`src/rtl/cdb_broadcaster.sv`:
```
// cdb_broadcaster: common data bus transmit side.
// Each functional unit pushes completions into its own small FIFO. A round-robin arbiter picks
// one non-empty FIFO per cycle, and the winning entry is registered onto the CDB.
// Optional build macro CDB_BYPASS_EN: an FU whose FIFO is empty may compete with its live input.
// If that FU wins, the input goes straight to the CDB register and is never written to the FIFO.
// Without the macro, only queued entries compete, so a result appears on the CDB two cycles after it is accepted.
module cdb_broadcaster #(
    parameter int NUM_FU  = 4,
    parameter int XLEN    = 32,
    parameter int ROB_LEN = 8,
    parameter int Q_DEPTH = 2,
    localparam int TAG_W  = $clog2(ROB_LEN)
) (
    input  logic                    clock,
    input  logic                    reset,
    input  logic                    squash_i,
    input  logic [NUM_FU-1:0]       fu_valid_i,
    input  logic [NUM_FU*TAG_W-1:0] fu_tag_i,
    input  logic [NUM_FU*XLEN-1:0]  fu_value_i,
    input  logic [NUM_FU-1:0]       fu_take_branch_i,
    output logic [NUM_FU-1:0]       fu_ready_o,
    output logic                    cdb_tag_valid_o,
    output logic [TAG_W-1:0]        cdb_tag_o,
    output logic [XLEN-1:0]         cdb_value_o,
    output logic                    cdb_take_branch_o
);

    localparam int PTR_W = (Q_DEPTH > 1) ? $clog2(Q_DEPTH) : 1;
    localparam int CNT_W = PTR_W + 1;
    localparam int RR_W  = (NUM_FU > 1) ? $clog2(NUM_FU) : 1;
    localparam logic [CNT_W-1:0] FULL_CNT = CNT_W'(Q_DEPTH);
    localparam logic [RR_W:0]    NUM_FU_W = (RR_W+1)'(NUM_FU);

    // Per-FU FIFO storage; Q_DEPTH is a power of two so pointers wrap naturally
    logic [TAG_W-1:0] mem_tag_q   [NUM_FU][Q_DEPTH];
    logic [XLEN-1:0]  mem_value_q [NUM_FU][Q_DEPTH];
    logic             mem_br_q    [NUM_FU][Q_DEPTH];

    logic [PTR_W-1:0] wr_ptr_q [NUM_FU];
    logic [PTR_W-1:0] wr_ptr_d [NUM_FU];
    logic [PTR_W-1:0] rd_ptr_q [NUM_FU];
    logic [PTR_W-1:0] rd_ptr_d [NUM_FU];
    logic [CNT_W-1:0] count_q  [NUM_FU];
    logic [CNT_W-1:0] count_d  [NUM_FU];

    logic [RR_W-1:0]  rr_ptr_q, rr_ptr_d;
    logic             cdb_valid_q, cdb_valid_d;
    logic [TAG_W-1:0] cdb_tag_q, cdb_tag_d;
    logic [XLEN-1:0]  cdb_value_q, cdb_value_d;
    logic             cdb_br_q, cdb_br_d;

    logic [NUM_FU-1:0] not_empty;
    logic [NUM_FU-1:0] bypass_cand;
    logic [NUM_FU-1:0] cand;
    logic [NUM_FU-1:0] push;
    logic [NUM_FU-1:0] pop;
    logic              grant_found;
    logic [RR_W-1:0]   grant_idx;
    logic [RR_W:0]     scan;
    logic [RR_W:0]     rr_next;

    // Occupancy flags; ready looks only at the registered count, so a same-cycle pop gives no credit
    always_comb begin
        not_empty  = '0;
        fu_ready_o = '0;
        for (int i = 0; i < NUM_FU; i++) begin
            not_empty[i]  = (count_q[i] != '0);
            fu_ready_o[i] = (count_q[i] != FULL_CNT);
        end
    end

    // Arbitration candidates: queued entries, plus live inputs on empty FIFOs when bypass is built in
    always_comb begin
        bypass_cand = '0;
`ifdef CDB_BYPASS_EN
        bypass_cand = ~not_empty & fu_valid_i;
`endif
        cand = not_empty | bypass_cand;
    end

    // Round-robin search starting at rr_ptr; the first candidate found wins
    always_comb begin
        grant_found = 1'b0;
        grant_idx   = '0;
        scan        = '0;
        for (int j = 0; j < NUM_FU; j++) begin
            scan = {1'b0, rr_ptr_q} + (RR_W+1)'(j);
            if (scan >= NUM_FU_W) begin
                scan = scan - NUM_FU_W;
            end
            if (!grant_found && cand[scan[RR_W-1:0]]) begin
                grant_found = 1'b1;
                grant_idx   = scan[RR_W-1:0];
            end
        end
    end

    // Push/pop strobes; a bypassed input is consumed directly and never written into its FIFO
    always_comb begin
        push = '0;
        pop  = '0;
        for (int i = 0; i < NUM_FU; i++) begin
            pop[i]  = grant_found && (grant_idx == RR_W'(i)) && not_empty[i];
            push[i] = fu_valid_i[i] && fu_ready_o[i]
                      && !(grant_found && (grant_idx == RR_W'(i)) && bypass_cand[i]);
        end
        if (squash_i) begin
            push = '0;
            pop  = '0;
        end
    end

    // FIFO pointer and count next state; squash empties every FIFO
    always_comb begin
        for (int i = 0; i < NUM_FU; i++) begin
            wr_ptr_d[i] = wr_ptr_q[i] + PTR_W'(push[i]);
            rd_ptr_d[i] = rd_ptr_q[i] + PTR_W'(pop[i]);
            count_d[i]  = count_q[i] + CNT_W'(push[i]) - CNT_W'(pop[i]);
            if (squash_i) begin
                wr_ptr_d[i] = '0;
                rd_ptr_d[i] = '0;
                count_d[i]  = '0;
            end
        end
    end

    // CDB register and round-robin pointer next state; with no winner the payload holds and valid drops
    always_comb begin
        cdb_valid_d = 1'b0;
        cdb_tag_d   = cdb_tag_q;
        cdb_value_d = cdb_value_q;
        cdb_br_d    = cdb_br_q;
        rr_ptr_d    = rr_ptr_q;
        rr_next     = {1'b0, grant_idx} + (RR_W+1)'(1);
        if (rr_next >= NUM_FU_W) begin
            rr_next = '0;
        end
        if (squash_i) begin
            rr_ptr_d = '0;
        end else if (grant_found) begin
            cdb_valid_d = 1'b1;
            rr_ptr_d    = rr_next[RR_W-1:0];
            if (not_empty[grant_idx]) begin
                cdb_tag_d   = mem_tag_q[grant_idx][rd_ptr_q[grant_idx]];
                cdb_value_d = mem_value_q[grant_idx][rd_ptr_q[grant_idx]];
                cdb_br_d    = mem_br_q[grant_idx][rd_ptr_q[grant_idx]];
            end else begin
                cdb_tag_d   = fu_tag_i[int'(grant_idx)*TAG_W +: TAG_W];
                cdb_value_d = fu_value_i[int'(grant_idx)*XLEN +: XLEN];
                cdb_br_d    = fu_take_branch_i[grant_idx];
            end
        end
    end

    // FIFO data write; contents need no reset because count gates every read
    always_ff @(posedge clock) begin
        for (int i = 0; i < NUM_FU; i++) begin
            if (push[i]) begin
                mem_tag_q[i][wr_ptr_q[i]]   <= fu_tag_i[i*TAG_W +: TAG_W];
                mem_value_q[i][wr_ptr_q[i]] <= fu_value_i[i*XLEN +: XLEN];
                mem_br_q[i][wr_ptr_q[i]]    <= fu_take_branch_i[i];
            end
        end
    end

    // Control state registers with synchronous reset
    always_ff @(posedge clock) begin
        if (reset) begin
            for (int i = 0; i < NUM_FU; i++) begin
                wr_ptr_q[i] <= '0;
                rd_ptr_q[i] <= '0;
                count_q[i]  <= '0;
            end
            rr_ptr_q    <= '0;
            cdb_valid_q <= 1'b0;
            cdb_tag_q   <= '0;
            cdb_value_q <= '0;
            cdb_br_q    <= 1'b0;
        end else begin
            for (int i = 0; i < NUM_FU; i++) begin
                wr_ptr_q[i] <= wr_ptr_d[i];
                rd_ptr_q[i] <= rd_ptr_d[i];
                count_q[i]  <= count_d[i];
            end
            rr_ptr_q    <= rr_ptr_d;
            cdb_valid_q <= cdb_valid_d;
            cdb_tag_q   <= cdb_tag_d;
            cdb_value_q <= cdb_value_d;
            cdb_br_q    <= cdb_br_d;
        end
    end

    assign cdb_tag_valid_o   = cdb_valid_q;
    assign cdb_tag_o         = cdb_tag_q;
    assign cdb_value_o       = cdb_value_q;
    assign cdb_take_branch_o = cdb_br_q;

endmodule

```
`config.mk`:
```
export PLATFORM = sky130hd
export DESIGN_NAME = cdb_broadcaster
export DESIGN_NICKNAME = d
export VERILOG_FILES = /design/src/rtl/cdb_broadcaster.sv
export SDC_FILE = /design/constraint.sdc
export NUM_CORES = 1
export LEC_CHECK = 0
export ABC_CLOCK_PERIOD_IN_PS = 6600
export BUFFER_PORTS_ARGS = -buffer_cell sky130_fd_sc_hd__clkbuf_2
export CORE_MARGIN = 1
export CORE_UTILIZATION = 60
export CTS_BUF_LIST = sky130_fd_sc_hd__clkbuf_4
export CTS_CLUSTER_SIZE = 20
export DETAILED_ROUTE_END_ITERATION = 10
export PLACE_DENSITY = 0.89
export REMOVE_ABC_BUFFERS = 1
export SETUP_SLACK_MARGIN = 0.4
export SLEW_MARGIN = 20
export SYNTH_ARGS = -nofsm -noshare
export SYNTH_HDL_FRONTEND = slang
export SYNTH_SLANG_ARGS = --single-unit
```
`constraint.sdc`:
```
create_clock -name clock -period 6.6 [get_ports clock]
set_input_delay 1.32 -clock clock [delete_from_list [all_inputs] [get_ports clock]]
set_output_delay 1.32 -clock clock [all_outputs]
set_load 0.05 [all_outputs]
```
==> summary.txt, run 1 <==
Outcome
  • Status: finished, final reports clean

Global route
  • Gr usage total: 0.284
  • Vias in the first global route: 9255
  • Routing usage on met3: 0.0611
  • Met2 Usage GRT: 0.465
  • Gr busiest metal: met2
  • Overflow after GRT: 0
  • Antenna violations before repair: 2
  • Met1 track demand over resource: 0.351
  • First-pass GRT wire length: 47.3 mm
  • Pin count of the biggest net entering global routing: 109

Synthesis
  • Simple-gate portion of the synthesized area: 0.0573
  • Post-Syn Area: 13400 um2
  • Adder-cell share of the synthesized area: 0.0159
  • Mux cell area share after synthesis: 0.0395
  • Post-synth EDFFs: 288
  • Largest family of logic cells by synthesized area: compound AO/OA/AOI/OAI gates
  • Unique masters post-synth: 36
  • Async S/R FF share, synth: 0
  • Yosys warnings: 0
  • Commonest cells in the netlist: 288 x edfxtp_1, 150 x nand2_1, 146 x a21oi_1, 72 x a22oi_1, 55 x dfxtp_1
  • Synthesized instance count: 939
  • Count leader, synth: edfxtp_1
  • FF+latch count, synth: 343
  • Complex-gate fraction of the synthesized area: 0.125
  • Post-synth top area share: 0.647
  • Syn avg cell area: 14.2 um2
  • Synth Area in XOR/XNOR: 0.00786
  • Top cells by area, synth: edfxtp_1 65%, dfxtp_1 8.2%, a21oi_1 5.5%
  • Sequential fraction of the synthesis area: 0.729
  • Ys flop type: edfxtp_1
  • Synth area leader: edfxtp_1

Routing
  • Final WL: 31.7 mm
  • Final ANT Viol Nets: 0
  • DR iter-0 viols: 625
  • Average vias per placed instance: 5.87
  • Vias: 8922
  • Routed WL per cell: 20.9 um
  • DRC Markers: 0
  • DRT Pass-1 Iters: 5

Pwr
  • P_sw: 1.24 mW
  • Combinational group share of total power: 0.133
  • Clock power frac: 0.357
  • Worst VDD drop: 0.199 mV
  • Int Power: 3.57 mW
  • Static Leak: 6.31 nW
  • Register share of total power: 0.510
  • Pwr/cell area: 307 nW/um2
  • Pwr Total: 4.81 mW
  • Switching share of power: 0.258

STA
  • Tmin final: 4.15 ns
  • Slew Limit Fails: 0
  • Setup-failing EPs final: 0
  • F_max: 241 MHz
  • Worst slew pin tran: 1.17 ns
  • Max transition margin: 0.220
  • Worst hold slack: 0.475 ns
  • Crit share post-route: 0.629
  • Setup_tns: 0 ns
  • Max Clock Skew: 0.0611 ns
  • Final hold viol count: 0
  • Unrepaired setup endpoints after global routing: no

Layout
  • Post-route cell area: 15700 um2
  • Area delta synth->final: 17.2%
  • Share of cells above drive strength 1: 0.318
  • Final Instance Count excl. Fillers: 1519
  • Fin nets: 1333

CTS
  • H-tree levels: 3
  • Inserted Clock Buffers: 84
  • Max Buffers Root-to-Sink: 3
  • Postcts setup bufs: 0
  • Clk Tree Root Cell: clkbuf_4
  • Hold Buf Count CTS: 0
  • CTS sink cnt: 343
  • CTS tree: done
  • Clock Latency Late Sink: 0.71 ns
  • Post_cts resized: 0
  • CTS clk-pin slew, worst paths: 0.06 ns

Min path
  • Hold_sp: cdb_value_o[3]
  • Hold Path Depth: 1
  • Worst hold endpoint: cdb_value_o[3]
  • Min-Delay Path Class: flip-flop to flip-flop

Die
  • IO Count: 192
  • Die Span Y: 151 um
  • Row cnt: 54
  • Area of the core: 21800 um2
  • Starting Density: 0.613
  • Die ar.: 22900 um2
  • Chip width: 151 um

Place
  • Post-DP HPWL: 18.5 mm
  • Port Buffers: 191
  • Post-DP Area: 14500 um2
  • RD Place Congestion: 0.832
  • Placed Cells: 1357

Setup path
  • Crit Reg-Reg Endpoint: count_q[0][1]
  • Crit start category: flip-flop
  • Setup Crit Path Kind: flip-flop to flip-flop
  • Crit path DAT: 4.72 ns
  • R2R Setup Slk: 2.45 ns
  • Reg-to-Reg Start: count_q[0][1]
  • Worst EP required: 7.17 ns
  • CP Capture Type: flip-flop
  • Reg2reg path depth: 13
  • Crit path max fanout: 75

Run
  • MaxCap Viol Count: 0
state kept, by name, indices dropped and copies added (netlist names):
register / cells
wr_ptr_q: 4
cdb_tag_valid_o: 1
mem_tag_q: 24
mem_value_q: 256
rd_ptr_q: 4
cdb_take_branch_o: 1
rr_ptr_q: 2
mem_br_q: 8
cdb_tag_o: 3
cdb_value_o: 32
count_q: 8
how the worst max path moves through the flow:
stage             startpoint            end  slack, ns  cells after the start
3_5_place_dp   count_q[0][1]  count_q[0][1]       2.52                     13
5_1_grt        count_q[0][1]  count_q[0][1]       2.09                     13
6_report       count_q[0][1]  count_q[0][1]       2.45                     13
2_1_floorplan  count_q[2][1]   cdb_tag_o[2]       0.98                      8
3_3_place_gp   count_q[0][1]  count_q[0][1]       2.73                     13
4_1_cts        count_q[0][1]  count_q[0][1]       2.50                     13
per-layer routing:
metal,part of all wire,vias to the layer above
li1,-,4051
met1,0.37,4272
met2,0.50,508
met3,0.095,91
met4,0.035,0
met5,0,-
power groups by stage:
stage          Clock (mW)  Sequential, mW  Combinational [mW]
6_report             1.72            2.46               0.641
5_1_grt              1.86            2.46               0.691
4_1_cts              1.75            2.46               0.629
3_5_place_dp            0            2.50               0.628
3_3_place_gp            0            2.50               0.599
2_1_floorplan           0            2.56               0.368
per-stage QoR:
step / setup slack [ns] / util
floorplan: 0.981 / -
global placement: 2.73 / 0.665
detailed placement: 2.52 / 0.665
CTS: 2.50 / 0.715
global route: 2.09 / 0.718
finish: 2.45 / 0.719
logic make-up after synthesis:
group,count (synthesis)
flip-flops,343
adder cells (fa/ha/maj),17
XOR/XNOR,12
buffers and inverters,78
multiplexers,37
AO/OA/AOI/OAI,264
AND/OR/NAND/NOR,188
worst max-delay path: stages (launching register included):
cell      delay, ns
dfxtp_1        0.42
nor2_1         0.10
o311ai_0       0.29
a21o_2         0.18
buf_4          0.70
inv_2          0.43
buf_4          0.45
nor4_1         0.48
ha_1           0.32
inv_1          0.07
ha_1           0.15
xor2_1         0.17
xnor2_1        0.14
nor2_1         0.06
cell type report:
class	instances	area, um2
flip-flops and latches	343	9750
clock inverters	27	108
inverters	16	62.6
well taps	280	350
fillers	1422	6140
repair buffers	202	1070
multi-input cells	518	3360
clock buffers	130	976
diodes	3	7.51
cell usage in the layout, fill, tap and decap left out, types with 2 or more instances in the layout:
master | netlist | final
mux2_4 | 30 | 30
a22oi_1 | 72 | 72
clkbuf_2 | 0 | 191
a22o_1 | 37 | 36
and2_1 | 4 | 4
dfxtp_1 | 55 | 55
inv_2 | 2 | 4
mux2_2 | 6 | 6
nand2_1 | 150 | 150
edfxtp_1 | 288 | 288
a21oi_1 | 146 | 146
xor2_1 | 4 | 4
buf_4 | 0 | 9
and3b_1 | 4 | 4
clkinv_2 | 0 | 2
diode_2 | 0 | 3
o21bai_1 | 2 | 2
clkbuf_4 | 0 | 130
inv_1 | 14 | 14
nor2_1 | 21 | 19
nor4_1 | 2 | 2
ha_2 | 0 | 5
xnor2_1 | 8 | 8
nor2_4 | 0 | 2
clkinv_1 | 0 | 21
ha_1 | 17 | 9
ha_4 | 0 | 3
(Power assumes the default switching activity.)
==> run 2: changes to the inputs <==
--- a/config.mk
+++ b/config.mk
@@ -5,14 +5,14 @@
 export SDC_FILE = /design/constraint.sdc
 export NUM_CORES = 1
 export LEC_CHECK = 0
-export ABC_CLOCK_PERIOD_IN_PS = 6600
+export ABC_CLOCK_PERIOD_IN_PS = 3800
 export BUFFER_PORTS_ARGS = -buffer_cell sky130_fd_sc_hd__clkbuf_2
 export CORE_MARGIN = 1
-export CORE_UTILIZATION = 60
+export CORE_UTILIZATION = 53
 export CTS_BUF_LIST = sky130_fd_sc_hd__clkbuf_4
 export CTS_CLUSTER_SIZE = 20
 export DETAILED_ROUTE_END_ITERATION = 10
-export PLACE_DENSITY = 0.89
+export PLACE_DENSITY = 0.84
 export REMOVE_ABC_BUFFERS = 1
 export SETUP_SLACK_MARGIN = 0.4
 export SLEW_MARGIN = 20
==> constraint.sdc (replaced) <==
create_clock -name clock -period 3.8 [get_ports clock]
set_input_delay 0.76 -clock clock [delete_from_list [all_inputs] [get_ports clock]]
set_output_delay 0.76 -clock clock [all_outputs]
set_load 0.05 [all_outputs]
==> summary.txt, run 2 (same netlist as run 1, synthesis figures left out) <==
STA
  • Crit share post-route: 0.876 (+0.247)
  • Slew Limit Fails: 0 (unchanged)
  • Max transition margin: 0.449 (+0.229)
  • Max Clock Skew: 0.0518 ns (-0.00926 ns)
  • F_max: 300 MHz (+25%)
  • Final WS setup: 0.470 ns (-1.98 ns)
  • Setup-failing EPs final: 0 (unchanged)
  • Tmin final: 3.33 ns (-0.821 ns)
  • Worst slew pin tran: 0.826 ns (-0.343 ns)
  • Final hold viol count: 0 (unchanged)
  • Unrepaired setup endpoints after global routing: yes
  • Worst hold slack: 0.223 ns (-0.253 ns)

Layout
  • Commonest non-fill, non-tap cell in the layout: edfxtp_1
  • Final Instance Count excl. Fillers: 1567 (+3.2%)
  • Area delta synth->final: 18.7%
  • Core Util, Final: 0.647 (-0.0713)
  • Most frequent cells in the layout: 288 x edfxtp_1, 191 x clkbuf_2, 150 x nand2_1
  • # fillers: 1779 (+25%)
  • Fin nets: 1339 (+0.45%)
  • Share of cells above drive strength 1: 0.315 (-0.00289)
  • Max FFs per register: 256 (unchanged)

Global route
  • First-pass GRT wire length: 48.7 mm (+2.9%)
  • Overflow after GRT: 0 (unchanged)
  • Pin count of the biggest net entering global routing: 77 (-29%)
  • Antenna violations before repair: 2 (unchanged)
  • Vias in the first global route: 9181 (-0.80%)
  • Gr usage total: 0.251 (-0.0331)

Run
  • MaxCap Viol Count: 0 (unchanged)

Setup path
  • Worst EP required: 4.34 ns (-2.83 ns)
  • Largest delay contributor family on the critical path: compound AO/OA/AOI/OAI gates
  • CP Capture Type: flip-flop
  • Crit start category: flip-flop
  • Crit path max fanout: 36 (-52%)
  • Slowest stage cell, crit path: a22o_4
  • Crit path launch: count_q[0][1]
  • Reg-to-Reg Start: count_q[0][1]
  • R2R Setup Slk: 0.47 ns (-1.98 ns)
  • WP buf/inv: 1 (-3)
  • Crit path DAT: 3.87 ns (-0.85 ns)
  • CP peak stage delay: 0.70 ns (about the same)
  • Setup Crit Path Kind: flip-flop to flip-flop
  • Critical-path cell list: nor2_1, o311ai_0, a21o_4, clkinv_2, a21oi_1, a22o_4, mux2_2, a22o_1

Pwr
  • Combinational group share of total power: 0.130 (-0.003)
  • Worst VDD drop: 0.451 mV (+130%)
  • Pwr/cell area: 542 nW/um2 (+77%)
  • Register share of total power: 0.496 (-0.014)
  • Int Power: 6.40 mW (+79%)
  • Switching share of power: 0.257 (-0.00119)
  • Pwr Total: 8.61 mW (+79%)
  • P_sw: 2.21 mW (+78%)
  • Clock power frac: 0.375 (+0.018)
  • Static Leak: 6.37 nW (+0.92%)

CTS
  • CTS tree: done
  • Clock Latency Late Sink: 0.72 ns (about the same)
  • Max Buffers Root-to-Sink: 3 (unchanged)
  • Clk Tree Root Cell: clkbuf_4
  • CTS clk-pin slew, worst paths: 0.07 ns (about the same)
  • H-tree levels: 3 (unchanged)
  • Hold Buf Count CTS: 0 (unchanged)
  • CTS sink cnt: 343 (unchanged)
  • Inserted Clock Buffers: 85 (+1.2%)

Die
  • Row cnt: 57 (+5.6%)
  • Area of the core: 24500 um2 (+12%)
  • IO Count: 192 (unchanged)
  • Starting Density: 0.545 (-0.0677)
  • Chip width: 161 um (+6.3%)
  • Die ar.: 25900 um2 (+13%)
  • Die Span Y: 161 um (+6.3%)

Place
  • Port Buffers: 191 (unchanged)
  • RD Place Congestion: 0.775 (-6.9%)
  • Post-DP HPWL: 19.2 mm (+3.8%)
  • Pre-CTS setup slack: 0.496 ns (-2.02 ns)
  • Placed Cells: 1408 (+3.8%)

Routing
  • Final WL: 32.3 mm (+1.8%)
  • DR iter-0 viols: 848 (+36%)
  • Final ANT Viol Nets: 0 (unchanged)
  • Routed WL per cell: 20.6 um (-1.3%)
  • DRC Markers: 0 (unchanged)
  • DRT Pass-1 Iters: 5 (unchanged)
  • Vias: 8938 (+0.18%)
  • Average vias per placed instance: 5.70 (-2.9%)

Min path
  • Hold_sp: fu_value_i[58]
  • Min-Delay Path Class: input port to flip-flop

Outcome
  • Status: finished, final reports clean
[run 2: cell types whose count changed in the layout (fill, tap and decap cells not counted), moves of 3 or more]
cell / previous run / this run
bufinv_16: 0 / 5
buf_12: 1 / 6
clkinv_2: 2 / 6
clkinv_1: 21 / 29
ha_4: 3 / 0
ha_2: 5 / 8
clkbuf_4: 130 / 114
[run 2: worst paths after layout]
path / endpoint / cells after the start
max reg2reg: cdb_value_o[31] / 8
max: cdb_value_o[31] / 8
min reg2reg: cdb_tag_o[0] / 1
min: mem_value_q[1][26] / 1
[run 2: what timing repair did]
action | 4_1_cts | 5_1_grt
setup buffers | 0 | 0
gates resized for setup | 0 | 1
setup endpoints to repair | 0 | 9
[run 2: stage by stage]
step	TNS [ns]	instance area [um2]
after floorplan	-71.17	13100
after global placement	0	14700
after detailed placement	0	14700
after CTS	0	15900
after global routing	0	15900
final	0	15900
[run 2: cell type report]
cell class	instances	area, um2	share of cell area
clock inverter	43	304	0.0191
timing repair buffer	207	1150	0.0725
sequential	343	9750	0.614
antenna	2	5.00	0.000315
multi-input combinational	518	3350	0.211
inverter	16	63.8	0.00402
clock buffer	114	856	0.0539
tap	324	405	0.0255
[run 2: power groups by stage]
stage / Clock, mW / Combinational, mW / Sequential (mW)
2_1_floorplan: 0 / 0.639 / 4.45
3_3_place_gp: 0 / 1.07 / 4.34
3_5_place_dp: 0 / 1.11 / 4.35
4_1_cts: 3.29 / 1.11 / 4.27
5_1_grt: 3.47 / 1.20 / 4.27
6_report: 3.23 / 1.12 / 4.27
[run 2: metal layers]
metal	part of all wire	up-vias	GRT usage	routed length, um
li1	-	4059	-	-
met1	0.38	4327	0.305	12300
met2	0.51	477	0.430	16400
met3	0.084	75	0.0504	2700
met4	0.028	0	0.119	915
met5	0	-	0	0
